--- config.mk ---
export PLATFORM = sky130hd
export DESIGN_NAME = master_port
export DESIGN_NICKNAME = d
export VERILOG_FILES = /design/src/rtl/master_port.sv
export SDC_FILE = /design/constraint.sdc
export NUM_CORES = 1
export LEC_CHECK = 0
export BUFFER_PORTS_ARGS = -buffer_cell sky130_fd_sc_hd__buf_2
export CORE_ASPECT_RATIO = 2
export CORE_MARGIN = 8
export CORE_UTILIZATION = 35
export CTS_BUF_LIST = sky130_fd_sc_hd__clkbuf_4
export CTS_CLUSTER_SIZE = 30
export DETAILED_ROUTE_END_ITERATION = 16
export PLACE_DENSITY = 0.55
export SKIP_CTS_REPAIR_TIMING = 1
export SLEW_MARGIN = 20
export SYNTH_ARGS = -nofsm -noshare
export SYNTH_HDL_FRONTEND = slang
export SYNTH_SLANG_ARGS = --single-unit
export TNS_END_PERCENT = 10
--- constraint.sdc ---
create_clock -name in_clk -period 1.85 [get_ports in_clk]
set_input_delay 0.37 -clock in_clk [delete_from_list [all_inputs] [get_ports in_clk]]
set_output_delay 0.37 -clock in_clk [all_outputs]
set_load 0.01 [all_outputs]
--- src/rtl/master_port.sv ---
// Bus master port: takes one parallel request, arbitrates for the bus and
// serialises the address (and write data) LSB first, or collects serial read data.
module master_port #(
  parameter int ADDR_W  = 12,
  parameter int DATA_W  = 8,
  parameter int TIMEOUT = 255
) (
  input  logic              in_clk,
  input  logic              reset,
  input  logic              par_req_valid,
  input  logic              par_write,
  input  logic [ADDR_W-1:0] par_addr,
  input  logic [DATA_W-1:0] par_wdata,
  output logic              par_ready,
  output logic [DATA_W-1:0] par_rdata,
  output logic              par_rdata_valid,
  output logic              par_done,
  output logic              par_error,
  output logic              out_bus_req,
  input  logic              in_bus_grant,
  output logic              out_write,
  output logic              ser_addr,
  output logic              ser_wdata,
  output logic              ser_out_valid,
  input  logic              ser_rdata,
  input  logic              ser_in_valid
);

  localparam int CNT_MAX = (ADDR_W > DATA_W) ? ADDR_W : DATA_W;
  localparam int CNT_W   = $clog2(CNT_MAX + 1);
  localparam int WAIT_W  = $clog2(TIMEOUT + 1);
  localparam logic [CNT_W-1:0]  ADDR_LAST = CNT_W'(ADDR_W - 1);
  localparam logic [CNT_W-1:0]  DATA_LAST = CNT_W'(DATA_W - 1);
  localparam logic [WAIT_W-1:0] WAIT_LAST = WAIT_W'(TIMEOUT - 1);

  typedef enum logic [2:0] {
    IDLE, REQ, TX_ADDR, TX_DATA, RX_DATA, DONE
  } state_t;

  state_t              state_q;
  logic                write_q;
  logic                err_q;
  logic [ADDR_W-1:0]   addr_q;
  logic [DATA_W-1:0]   wdata_q;
  logic [DATA_W-1:0]   rx_q;
  logic [DATA_W-1:0]   rdata_q;
  logic [CNT_W-1:0]    bit_cnt_q;
  logic [WAIT_W-1:0]   wait_cnt_q;

  // Handshake: a request is taken on any rising edge where par_ready (IDLE) and
  // par_req_valid are both 1; its fields are copied then and never re-sampled.
  always_ff @(posedge in_clk or posedge reset) begin
    if (reset) begin
      state_q    <= IDLE;
      write_q    <= 1'b0;
      err_q      <= 1'b0;
      addr_q     <= '0;
      wdata_q    <= '0;
      rx_q       <= '0;
      rdata_q    <= '0;
      bit_cnt_q  <= '0;
      wait_cnt_q <= '0;
    end else begin
      case (state_q)
        IDLE: begin
          if (par_req_valid) begin
            write_q    <= par_write;
            addr_q     <= par_addr;
            wdata_q    <= par_wdata;
            rx_q       <= '0;
            err_q      <= 1'b0;
            bit_cnt_q  <= '0;
            wait_cnt_q <= '0;
            state_q    <= REQ;
          end
        end
        REQ: begin
          if (in_bus_grant) state_q <= TX_ADDR;
        end
        TX_ADDR: begin
          if (!in_bus_grant) begin
            err_q   <= 1'b1;
            state_q <= DONE;
          end else begin
            addr_q <= addr_q >> 1;
            if (bit_cnt_q == ADDR_LAST) begin
              bit_cnt_q <= '0;
              state_q   <= write_q ? TX_DATA : RX_DATA;
            end else begin
              bit_cnt_q <= bit_cnt_q + 1'b1;
            end
          end
        end
        TX_DATA: begin
          if (!in_bus_grant) begin
            err_q   <= 1'b1;
            state_q <= DONE;
          end else begin
            wdata_q <= wdata_q >> 1;
            if (bit_cnt_q == DATA_LAST) begin
              bit_cnt_q <= '0;
              state_q   <= DONE;
            end else begin
              bit_cnt_q <= bit_cnt_q + 1'b1;
            end
          end
        end
        RX_DATA: begin
          // Grant loss wins over a final bit or timeout in the same cycle.
          if (!in_bus_grant) begin
            err_q   <= 1'b1;
            state_q <= DONE;
          end else if (ser_in_valid) begin
            wait_cnt_q <= '0;
            rx_q       <= {ser_rdata, rx_q[DATA_W-1:1]};
            if (bit_cnt_q == DATA_LAST) begin
              rdata_q   <= {ser_rdata, rx_q[DATA_W-1:1]};
              bit_cnt_q <= '0;
              state_q   <= DONE;
            end else begin
              bit_cnt_q <= bit_cnt_q + 1'b1;
            end
          end else if (wait_cnt_q == WAIT_LAST) begin
            err_q   <= 1'b1;
            state_q <= DONE;
          end else begin
            wait_cnt_q <= wait_cnt_q + 1'b1;
          end
        end
        DONE:    state_q <= IDLE;
        default: state_q <= IDLE;
      endcase
    end
  end

  assign par_ready       = (state_q == IDLE);
  assign out_bus_req     = (state_q == REQ) || (state_q == TX_ADDR) ||
                           (state_q == TX_DATA) || (state_q == RX_DATA);
  assign ser_out_valid   = (state_q == TX_ADDR) || (state_q == TX_DATA);
  assign ser_addr        = (state_q == TX_ADDR) && addr_q[0];
  assign ser_wdata       = (state_q == TX_DATA) && wdata_q[0];
  assign out_write       = (state_q != IDLE) && write_q;
  assign par_done        = (state_q == DONE);
  assign par_error       = (state_q == DONE) && err_q;
  assign par_rdata_valid = (state_q == DONE) && !err_q && !write_q;
  assign par_rdata       = rdata_q;

endmodule

-- Word-level counts from Yosys, hierarchy flattened
Index checks and enable logic that the tools add are counted.
- flip-flop bits (word level): 53
- input bits: 27
- output and inout bits: 17
- word-level logic and storage cells: 99
- add/subtract/negate cells: 2
- equality and inequality tests: 20
- muxes and demuxes: 39
- reduce and logical (&&, ||, !) cells: 29
- operator list (kind ; number):
    2-to-1 mux 8 bit ; 8
    one-hot mux 8 bit (2 select lines) ; 3
    2-to-1 mux 3 bit ; 10
    2-to-1 mux 4 bit ; 7
    2-to-1 mux 12 bit ; 2
    one-hot mux 12 bit (2 select lines) ; 1
    one-hot mux 4 bit (4 select lines) ; 1
    AND reduction 4 bit ; 4
    one-hot mux 3 bit (5 select lines) ; 1
    != test 2 bit, second input constant ; 7
    != test 3 bit, second input constant ; 4
    adder 8 x 1 -> 8 bit, second input constant ; 1
    == test 8 bit, second input constant ; 1
    == test 3 x 2 -> 1 bit, second input constant ; 2
    == test 3 bit, second input constant ; 2
    logical AND 1 bit ; 6
    AND reduction 3 bit ; 2
    AND reduction 6 bit ; 1
    nonzero test 2 bit ; 3
    nonzero test 3 bit ; 2
    2-to-1 mux 1 bit ; 5
    AND reduction 5 bit ; 1
    adder 4 x 1 -> 4 bit, second input constant ; 1
    == test 4 x 3 -> 1 bit, second input constant ; 1
    10 further kinds ; 14

-- Depth between registers and ports, before layout
Gate-level depths: netlist (run 1).
- word-level depth: 5
- depth in mapped cells: 7

-- Least setup slack after synthesis (run 1)
Ideal clock, no wire load.
- kind: register to register
- from: register state_q[2]
- to: register addr_q[4]
- arrival time: 1.553 ns
- path slack: 0.161 ns
- stages on the path, launching flop included: 8
- path buffers: 2
- path through: dfrtp_1 > buf_4 > nor3_1 > nand2_1 > a21boi_1 > buf_2 > nand2_1 > o21ai_0
- cells in the longest elaborated chain, start to end: 3
- elaborated cells on any way between the ends: 7
- RTL lines (what ; RTL line ; RTL):
    from (decl) ; 40 ; state_t state_q;
    from (signal assigned) ; 88 ; state_q <= write_q ? TX_DATA : RX_DATA;
    zero test 3 bit * ; -- ;
    net par_ready ; 14 ; output logic par_ready,
    != test 2 bit (no line) or nonzero test 2 bit (tied branches) ; -- ;
    AND reduction 3 bit (no line) ; -- ;
    to (signal assigned) ; 68 ; addr_q <= par_addr;
    to (signal assigned) ; 85 ; addr_q <= addr_q >> 1;
    to (decl) ; 43 ; logic [ADDR_W-1:0] addr_q;
The timed path passes the listed nets; every way through them passes the cells marked *.
A chain may end at the register's enable or synchronous reset.

-- Worst setup path after layout (run 1)
- from: register state_q[0]
- to: output out_bus_req
- cells in the longest elaborated chain, start to end: 4
- elaborated cells on any way between the ends: 7
- RTL lines (what ; RTL line ; RTL):
    == test 3 x 1 -> 1 bit or == test 3 x 2 -> 1 bit (tied branches) ; 137 ; assign out_bus_req = (state_q == REQ) || (state_q == TX_ADDR) ||
    logical OR 1 bit (2 in series) ; 137 ;
    logical OR 1 bit * ; 138 ; (state_q == TX_DATA) || (state_q == RX_DATA);
    to (decl) ; 19 ; output logic out_bus_req,
Every way passes the cells marked *; elsewhere a longest branch is shown, timed or not.

==> results of run 1 <==
-- per-stage QoR --
step           setup WS (ns)  cell area [um2]
5_1_grt               -0.131             3330
3_3_place_gp           0.128             3090
6_report             -0.0669             3330
2_1_floorplan          0.161             2650
3_5_place_dp          0.0546             3090
4_1_cts               -0.312             3150
-- cells in the final DEF, fill, tap and decap left out, types with 5 or more instances in the layout --
| master | n |
|---|---|
| a21oi_1 | 15 |
| a22o_1 | 7 |
| buf_2 | 42 |
| buf_4 | 24 |
| buf_6 | 6 |
| clkbuf_4 | 5 |
| dfrtp_1 | 49 |
| inv_1 | 6 |
| mux2_1 | 8 |
| mux2i_1 | 19 |
| nand2_1 | 26 |
| nand2b_1 | 5 |
| nand3_1 | 10 |
| nor2_1 | 21 |
| o21ai_0 | 12 |
| o21ai_1 | 12 |
-- kinds of logic after synthesis --
kind of cell,Yosys count,synth area share [%]
flops,52,49.1
buf+inv,19,3.50
xor+xnor,4,1.32
mux,29,11.4
simple gates,88,16.8
compound gates,66,16.4
fa+ha+maj,3,1.42
-- cell type report --
class                           count  area, um2  share of cell area, %
Clock buffer                        5       37.5                   1.13
Clock inverter                      3       27.5                  0.826
Inverter                            8       30.0                  0.901
Multi-Input combinational cell    190       1310                   39.2
Sequential cell                    52       1310                   39.2
Tap cell                           94        118                   3.53
Timing Repair Buffer               75        508                   15.2
-- routing by layer --
layer | up-vias | global-route usage [%] | routed length [um]
li1 | 1073 | - | -
met1 | 1023 | 12.9 | 2560
met2 | 50 | 18.8 | 3110
met3 | 11 | 2.92 | 240
met4 | 0 | 5.41 | 162
met5 | - | 0 | 0
-- cell usage after synthesis, types with 2 or more instances --
| cell | n | area [um2] |
|---|---|---|
| a21boi_1 | 2 | 15.0 |
| a21oi_1 | 16 | 80.1 |
| a22o_1 | 7 | 61.3 |
| and2_1 | 2 | 12.5 |
| and3_1 | 4 | 25.0 |
| buf_2 | 5 | 25.0 |
| buf_4 | 4 | 30.0 |
| dfrtp_1 | 52 | 1300 |
| ha_1 | 3 | 37.5 |
| inv_1 | 7 | 26.3 |
| mux2_1 | 8 | 90.1 |
| mux2_2 | 2 | 22.5 |
| mux2i_1 | 19 | 190 |
| nand2_1 | 26 | 97.6 |
| nand2b_1 | 6 | 37.5 |
| nand3_1 | 10 | 50.1 |
| nand4_1 | 2 | 12.5 |
| nor2_1 | 22 | 82.6 |
| nor2b_1 | 2 | 12.5 |
| nor3_1 | 2 | 10.0 |
| o21ai_0 | 12 | 60.1 |
| o21ai_1 | 12 | 60.1 |
| o31ai_1 | 2 | 15.0 |
| xnor2_1 | 4 | 35.0 |
-- state kept, by name, indices dropped and copies added (netlist names) --
name	count
addr_q	12
par_rdata	8
wait_cnt_q	8
wdata_q	8
rx_q	7
bit_cnt_q	4
state_q	3
err_q	1
write_q	1
-- worst max path at each step --
stage | slack [ns] | end
2_1_floorplan | 0.16 | addr_q[4]
3_3_place_gp | 0.13 | bit_cnt_q[3]
3_5_place_dp | 0.05 | bit_cnt_q[3]
4_1_cts | -0.31 | ser_addr
5_1_grt | -0.13 | out_bus_req
6_report | -0.07 | out_bus_req
-- worst register-to-register path, cell delays in order, from the launching register on --
cell      delay [ns]
dfrtp_2         0.48
buf_6           0.14
buf_4           0.13
or3b_4          0.41
a22oi_2         0.23
nand2b_1        0.11
o311ai_2        0.26
-- power by group through the flow --
stage	combinational (mW)	clock (mW)	sequential [mW]
6_report	2.14	0.560	1.65
5_1_grt	2.38	0.626	1.68
4_1_cts	1.77	0.592	1.67
3_5_place_dp	1.76	0	1.70
3_3_place_gp	1.73	0	1.68
2_1_floorplan	1.26	0	1.60
==> metrics.yaml, run 1 <==
post-route-worst-setup-slack_ns: -0.0669
total_i_o_pin_count: 44
hold_path_depth: 2
wirelength_mm: 6.07
finalHoldViolations: 0
grt_setup_unrepaired: "true"
n_fill_cell: 748
placed_cells_incl_taps: 406
violations: "negative setup slack"
initial_core_utilization_pct: 35.4
drc: 0
wl_per_cell_um: 14.2
globalplace.congestion: 0.820
worst-r2r-setup-slack_ns: 0.03
vias_per_cell: 5.05
hpwl_dp_mm: 4.46
placeableCoreArea_um2: 7490
finalWorstPathRequiredPeriod_ns: 1.92
crit_required_ns: 1.48
setup-tns-final_ns: -0.223
yosys_register_bits: 52
number_of_cells_produced_by_synthesis: 261
worstPathBufferInverterCount: 3
ant_nets: 0
power_report.internal_total_mw: 2.65
timing_worst_setup_path_type: "reg2out"
clockBufferDepth: 2
power.switching_fraction_pct: 39.1
fraction_of_final_layout_cells_sized_beyond_drive_strength_1_pct: 32.4
timing_max_transition_violations_final: 0
clock_latency_ns: 0.40
postSynthNetCount: 291
worst-slew-pin-transition_ns: 0.586
critPathLaunchType: "flop"
antenna_violations_before_repair: 0
placement.io_buffers: 43
maxCapViolCount: 0
ys_seq_area_share_pct: 49.1
num_vias: 2157
floorplan.rows: 45
total_switching_power_mw: 1.70
cp_top_family: "flip-flops"
timing.rr.end: "bit_cnt_q[3]"
initialDrtViolationCount: 77
critPathMostFrequentCell: "buf_6"
syn_area_um2: 2650
grt_overall_usage_pct: 11.3
die_x_um: 77.5
cts-htree-levels: 2
hold-worst-slack_ns: 0.188
layout.nets: 362
worst_hold_startpoint: "par_write"
grt_remaining_overflow: 0
cts.sink_count: 52
r2r-start: "state_q[0]"
total_die_area_um2: 10800
ys_dominant_reg_cell: "dfrtp_1"
start_point_of_the_critical_path: "state_q[0]"
cp.arrival_ns: 1.55
clk_transition_reported_paths_ns: 0.16
power.sequential.fraction_pct: 37.9
cpMaxStageDelayCell: "dfrtp_2"
worst_case_hold_path_end_point: "write_q"
max-slew-margin-rel_pct: 60.5
syn_to_final_growth_pct: 25.9
timing.critical_path.slowest_cell_delay_ns: 0.48
pin_count_of_the_biggest_net_entering_global_routing: 32
finClkSkew_ns: 0.0148
global_route_wire_length_before_repair_mm: 10.1
yosys_warnings: 0
cell_count_final_fillers_out: 427
r2r_worst_path_depth: 6
synthesis.area_per_instance_um2: 10.1
synth_async_sr_flop_share_pct: 100
cts_tree: "yes"
die_h_um: 139
vdd.ir_drop.worst_v: 0.000863
number_of_flops_mapped_to_enable_cells_by_yosys: 0
run_status: "finished, violations left"
maximum_fanout_along_the_worst_path: 5
detail_route.first_pass.iterations: 4
critical_path.cell_chain: "buf_6, buf_6, nor2_4, xnor2_2, buf_2"
critical_path_depth_in_cells: 5
combinationalPowerShare_pct: 49.2
post_layout_util_pct: 44.5
power_per_cell_area_nw_per_um2: 1300
p_leak_nw: 1.61
power.share.clock_pct: 12.9
total_power_mw: 4.35
final-setup-viol-count: 5
endpoint_kind: "primary output"
grt_pass1_vias: 2173
synth.distinct_cells: 54
cts.root.buffer_cell: "clkbuf_4"
hold_class: "in2reg"
num_antenna_cells: 0
layout_worst_path_cycle_share_pct: 104
numCtsBuffers: 5
timing.fmax_ghz: 0.522
(Power assumes the default switching activity.)
==> run 2: changes to the inputs <==
RECOVER_POWER = 25   (was default)
==> run 2 against run 1 <==
Effect of this change: design area fell by 0.38%; via count did not move; wire length barely moved; sequential cell count did not move; global-route usage did not move; the flow still finishes with violations (negative setup slack); setup slack did not move; core utilization fell by 0.17 points; sequential power barely moved; critical path type unchanged; fmax did not move.
==> metrics.yaml, run 2 (same netlist as run 1, synthesis figures left out) <==
placed_cells_incl_taps: 406
fraction_of_final_layout_cells_sized_beyond_drive_strength_1_pct: 32.1
num_vias: 2157
die_h_um: 139
total_die_area_um2: 10800
grt_pass1_vias: 2173
timing_worst_setup_path_type: "reg2out"
critical_path.cell_chain: "buf_6, buf_6, nor2_4, xnor2_2, buf_2"
crit_required_ns: 1.48
hold_class: "in2reg"
cts.root.buffer_cell: "clkbuf_4"
initial_core_utilization_pct: 35.4
placeableCoreArea_um2: 7490
leading_cell_types_in_the_layout_fill_and_taps_excluded: "dfrtp_1, buf_2, nand2_1"
clk_transition_reported_paths_ns: 0.16
cts.sink_count: 52
stdcell_area_um2: 3320
cts_tree: "yes"
power.share.clock_pct: 12.9
numCtsBuffers: 5
critPathLaunchType: "flop"
grt_remaining_overflow: 0
wl_per_cell_um: 14.2
post-route-worst-setup-slack_ns: -0.0669
final-setup-viol-count: 5
clock_latency_ns: 0.40
clockBufferDepth: 2
die_x_um: 77.5
p_leak_nw: 1.61
power.sequential.fraction_pct: 38.0
endpoint_kind: "primary output"
number_of_flip_flops_in_the_largest_register: 12
finalHoldViolations: 0
max-slew-margin-rel_pct: 44.1
pin_count_of_the_biggest_net_entering_global_routing: 32
timing.critical_path.slowest_cell_delay_ns: 0.48
cp_top_family: "flip-flops"
globalRoute.busiestLayer: "met2"
cts-htree-levels: 2
placed_area_um2: 3090
worst-slew-pin-transition_ns: 0.838
maximum_fanout_along_the_worst_path: 5
grt_use_met1_pct: 12.9
hpwl_dp_mm: 4.46
finClkSkew_ns: 0.0148
globalRouteMet2Util_pct: 18.8
global_route_wire_length_before_repair_mm: 10.1
floorplan.rows: 45
setup-tns-final_ns: -0.223
cell_count_final_fillers_out: 427
num_antenna_cells: 0
finalWorstPathRequiredPeriod_ns: 1.92
vias_per_cell: 5.05
combinationalPowerShare_pct: 49.1
critPathMostFrequentCell: "buf_6"
syn_to_final_growth_pct: 25.4
timing.fmax_ghz: 0.522
layout.nets: 362
wirelength_mm: 6.07
regMostFlops: "addr_q"
cpMaxStageDelayCell: "dfrtp_2"
grt.met3_usage_pct: 2.92
run_status: "finished, violations left"
cp.arrival_ns: 1.55
total_i_o_pin_count: 44
layout_commonest_cell: "dfrtp_1"
globalplace.congestion: 0.820
timing_max_transition_violations_final: 0
vdd.ir_drop.worst_v: 0.000863
dp_worst_setup_slack_ns: 0.0546
worstPathBufferInverterCount: 3
antenna_violations_before_repair: 0
grt_overall_usage_pct: 11.3
ant_nets: 0
grt_setup_unrepaired: "true"
power.switching_fraction_pct: 39.1
total_switching_power_mw: 1.70
power_report.internal_total_mw: 2.65
power_per_cell_area_nw_per_um2: 1310
n_fill_cell: 750
drc: 0
violations: "negative setup slack"
layout_worst_path_cycle_share_pct: 104
placement.io_buffers: 43
maxCapViolCount: 0
initialDrtViolationCount: 76
detail_route.first_pass.iterations: 4
-- run 2: cell count changes in the layout (fill, tap and decap cells not counted), sizes merged --
cell	before	now
clkbuf	5	6
buf	74	73
-- run 2: worst paths after layout --
check / from / to / slack [ns] / depth (start not counted)
worst max-delay path: state_q[0] / out_bus_req / -0.07 / 5
worst min-delay path: par_write / write_q / 0.19 / 2
worst min register to register: addr_q[2] / addr_q[2] / 0.50 / 2
worst max register to register: state_q[0] / bit_cnt_q[3] / 0.03 / 6
min in group asynchronous: reset / bit_cnt_q[3] / 0.66 / 3
max in group asynchronous: reset / wait_cnt_q[4] / 0.20 / 4
-- run 2: per-layer routing --
metal  share of wire (%)  vias to the layer above
li1                    -                     1073
met1                  42                     1023
met2                  51                       50
met3                 4.0                       11
met4                 2.7                        0
met5                   0                        -
-- run 2: power by group through the flow --
stage	Sequential [mW]	Clock [mW]	Combinational, mW
finish	1.65	0.560	2.13
CTS	1.67	0.592	1.77
detailed placement	1.70	0	1.76
global route	1.68	0.626	2.37
floorplan	1.60	0	1.26
global placement	1.68	0	1.73
-- run 2: metrics by stage --
step / hold WS [ns] / total power [mW] / util (%)
6_report: 0.188 / 4.34 / 44.3
5_1_grt: 0.176 / 4.68 / 44.3
4_1_cts: -0.0418 / 4.04 / 42.1
3_5_place_dp: 0.424 / 3.46 / 41.2
3_3_place_gp: 0.428 / 3.41 / 41.2
2_1_floorplan: 0.447 / 2.86 / -
-- run 2: final cells by class --
cell class                 instances  area, um2  area share [%]
timing repair buffer              75        495            14.9
tap                               94        118            3.54
clock inverter                     3       27.5           0.829
inverter                           8       30.0           0.904
sequential                        52       1310            39.3
clock buffer                       5       37.5            1.13
multi-input combinational        190       1310            39.4
==> run 3: changes to the inputs <==
CORE_MARGIN = 2   (was 8)
CTS_CLUSTER_SIZE = default   (was 30)
RECOVER_POWER = default   (was 25)
==> run 3 against run 2 <==
Effect of this change: the run still ends with negative setup slack left; final cell count decreased by 1.2%; clock-buffer cell count is 1 higher; via count rose by 0.65%; clock skew shrank 0.0083 ns; largest power group unchanged.
==> metrics.yaml, run 3 (same netlist as run 1, synthesis figures left out) <==
run_status: "finished, violations left"
violations: "negative setup slack"
hpwl_dp_mm: 4.42
total_power_mw: 4.22
antenna_violations_before_repair: 1
layout_commonest_cell: "dfrtp_1"
setup-tns-final_ns: -0.0400
post_layout_util_pct: 44.9
wl_per_cell_um: 14.1
vdd.ir_drop.worst_v: 0.000816
cts.root.buffer_cell: "clkbuf_4"
die_h_um: 127
hold_class: "in2async"
placement.io_buffers: 43
finalHoldViolations: 0
n_fill_cell: 746
layout.nets: 358
hold-worst-slack_ns: 0.0133
finalWorstPathRequiredPeriod_ns: 1.87
post-route-worst-setup-slack_ns: -0.0194
placed_cells_incl_taps: 406
p_leak_nw: 1.58
globalRouteMet2Util_pct: 27.6
total_i_o_pin_count: 44
maximum_fanout_along_the_worst_path: 11
timing.rr.end: "state_q[0]"
grt_pass1_vias: 2153
timing.fmax_ghz: 0.535
drc: 0
area_of_all_sequential_standard_cells_um2: 1310
cell_count_final_fillers_out: 422
clk_transition_reported_paths_ns: 0.15
detail_route.first_pass.iterations: 4
stdcell_area_um2: 3290
cts_tree: "yes"
fraction_of_final_layout_cells_sized_beyond_drive_strength_1_pct: 33.4
numCtsBuffers: 5
grt_use_met1_pct: 17.3
critPathLaunchType: "flop"
placeableCoreArea_um2: 7320
clock_latency_ns: 0.38
num_vias: 2171
timing_worst_setup_path_type: "reg2out"
multiInputGateArea_um2: 1320
grt.met3_usage_pct: 2.90
cp.arrival_ns: 1.50
maxCapViolCount: 0
regMostFlops: "addr_q"
placed_area_um2: 3090
layout_worst_path_cycle_share_pct: 101
max-slew-margin-rel_pct: 72.0
timing_max_transition_violations_final: 0
clockBufferDepth: 2
leading_cell_types_in_the_layout_fill_and_taps_excluded: "dfrtp_1, buf_2, nand2_1"
vias_per_cell: 5.14
ant_nets: 0
dp_worst_setup_slack_ns: 0.0615
r2r-start: "state_q[2]"
floorplan.rows: 44
total_die_area_um2: 8320
cts-htree-levels: 2
global_route_wire_length_before_repair_mm: 10.1
globalRoute.busiestLayer: "met2"
endpoint_kind: "primary output"
cts.sink_count: 52
initial_core_utilization_pct: 36.2
final-setup-viol-count: 3
worst-r2r-setup-slack_ns: -0.02
wirelength_mm: 5.97
pin_count_of_the_biggest_net_entering_global_routing: 53
power_per_cell_area_nw_per_um2: 1280
globalplace.congestion: 0.774
grt_overall_usage_pct: 15.6
finClkSkew_ns: 0.00646
die_x_um: 65.5
r2r_worst_path_depth: 7
grt_setup_unrepaired: "true"
number_of_flip_flops_in_the_largest_register: 12
initialDrtViolationCount: 74
grt_remaining_overflow: 0
worst-slew-pin-transition_ns: 0.419
crit_required_ns: 1.48
syn_to_final_growth_pct: 24.1
## run 3: worst max path at each step
stage	start	cells after the start	slack, ns	to
floorplan	state_q[2]	7	0.16	addr_q[4]
global placement	wait_cnt_q[0]	7	0.06	state_q[0]
detailed placement	wait_cnt_q[0]	7	0.06	state_q[0]
CTS	state_q[0]	5	-0.29	par_rdata_valid
global route	state_q[0]	5	-0.09	out_write
finish	state_q[2]	4	-0.02	par_rdata_valid
## run 3: report_power, final
part	switching, mW	internal [mW]
clock	0.358	0.166
combinational	1.09	0.953
sequential	0.220	1.44
total	1.66	2.56
## run 3: final cells by class
cell class	instances	share of cell area [%]
multi-input combinational	190	40.3
sequential	52	39.8
timing repair buffer	71	13.6
tap	92	3.50
clock buffer	6	1.37
inverter	8	0.914
clock inverter	2	0.495
antenna	1	0.0762
## run 3: worst max-delay path: stages, from the launching register on
cell	delay, ns
dfrtp_2	0.44
buf_4	0.22
and2_4	0.17
nor3b_4	0.15
buf_2	0.15
## run 3: routing by layer
layer  share of wire, %  vias up  wire length, um
met5                  0        -                0
met4                3.6        0              212
met3                3.3       12              198
met2                 55       42             3280
met1                 38     1045             2280
li1                   -     1072                -
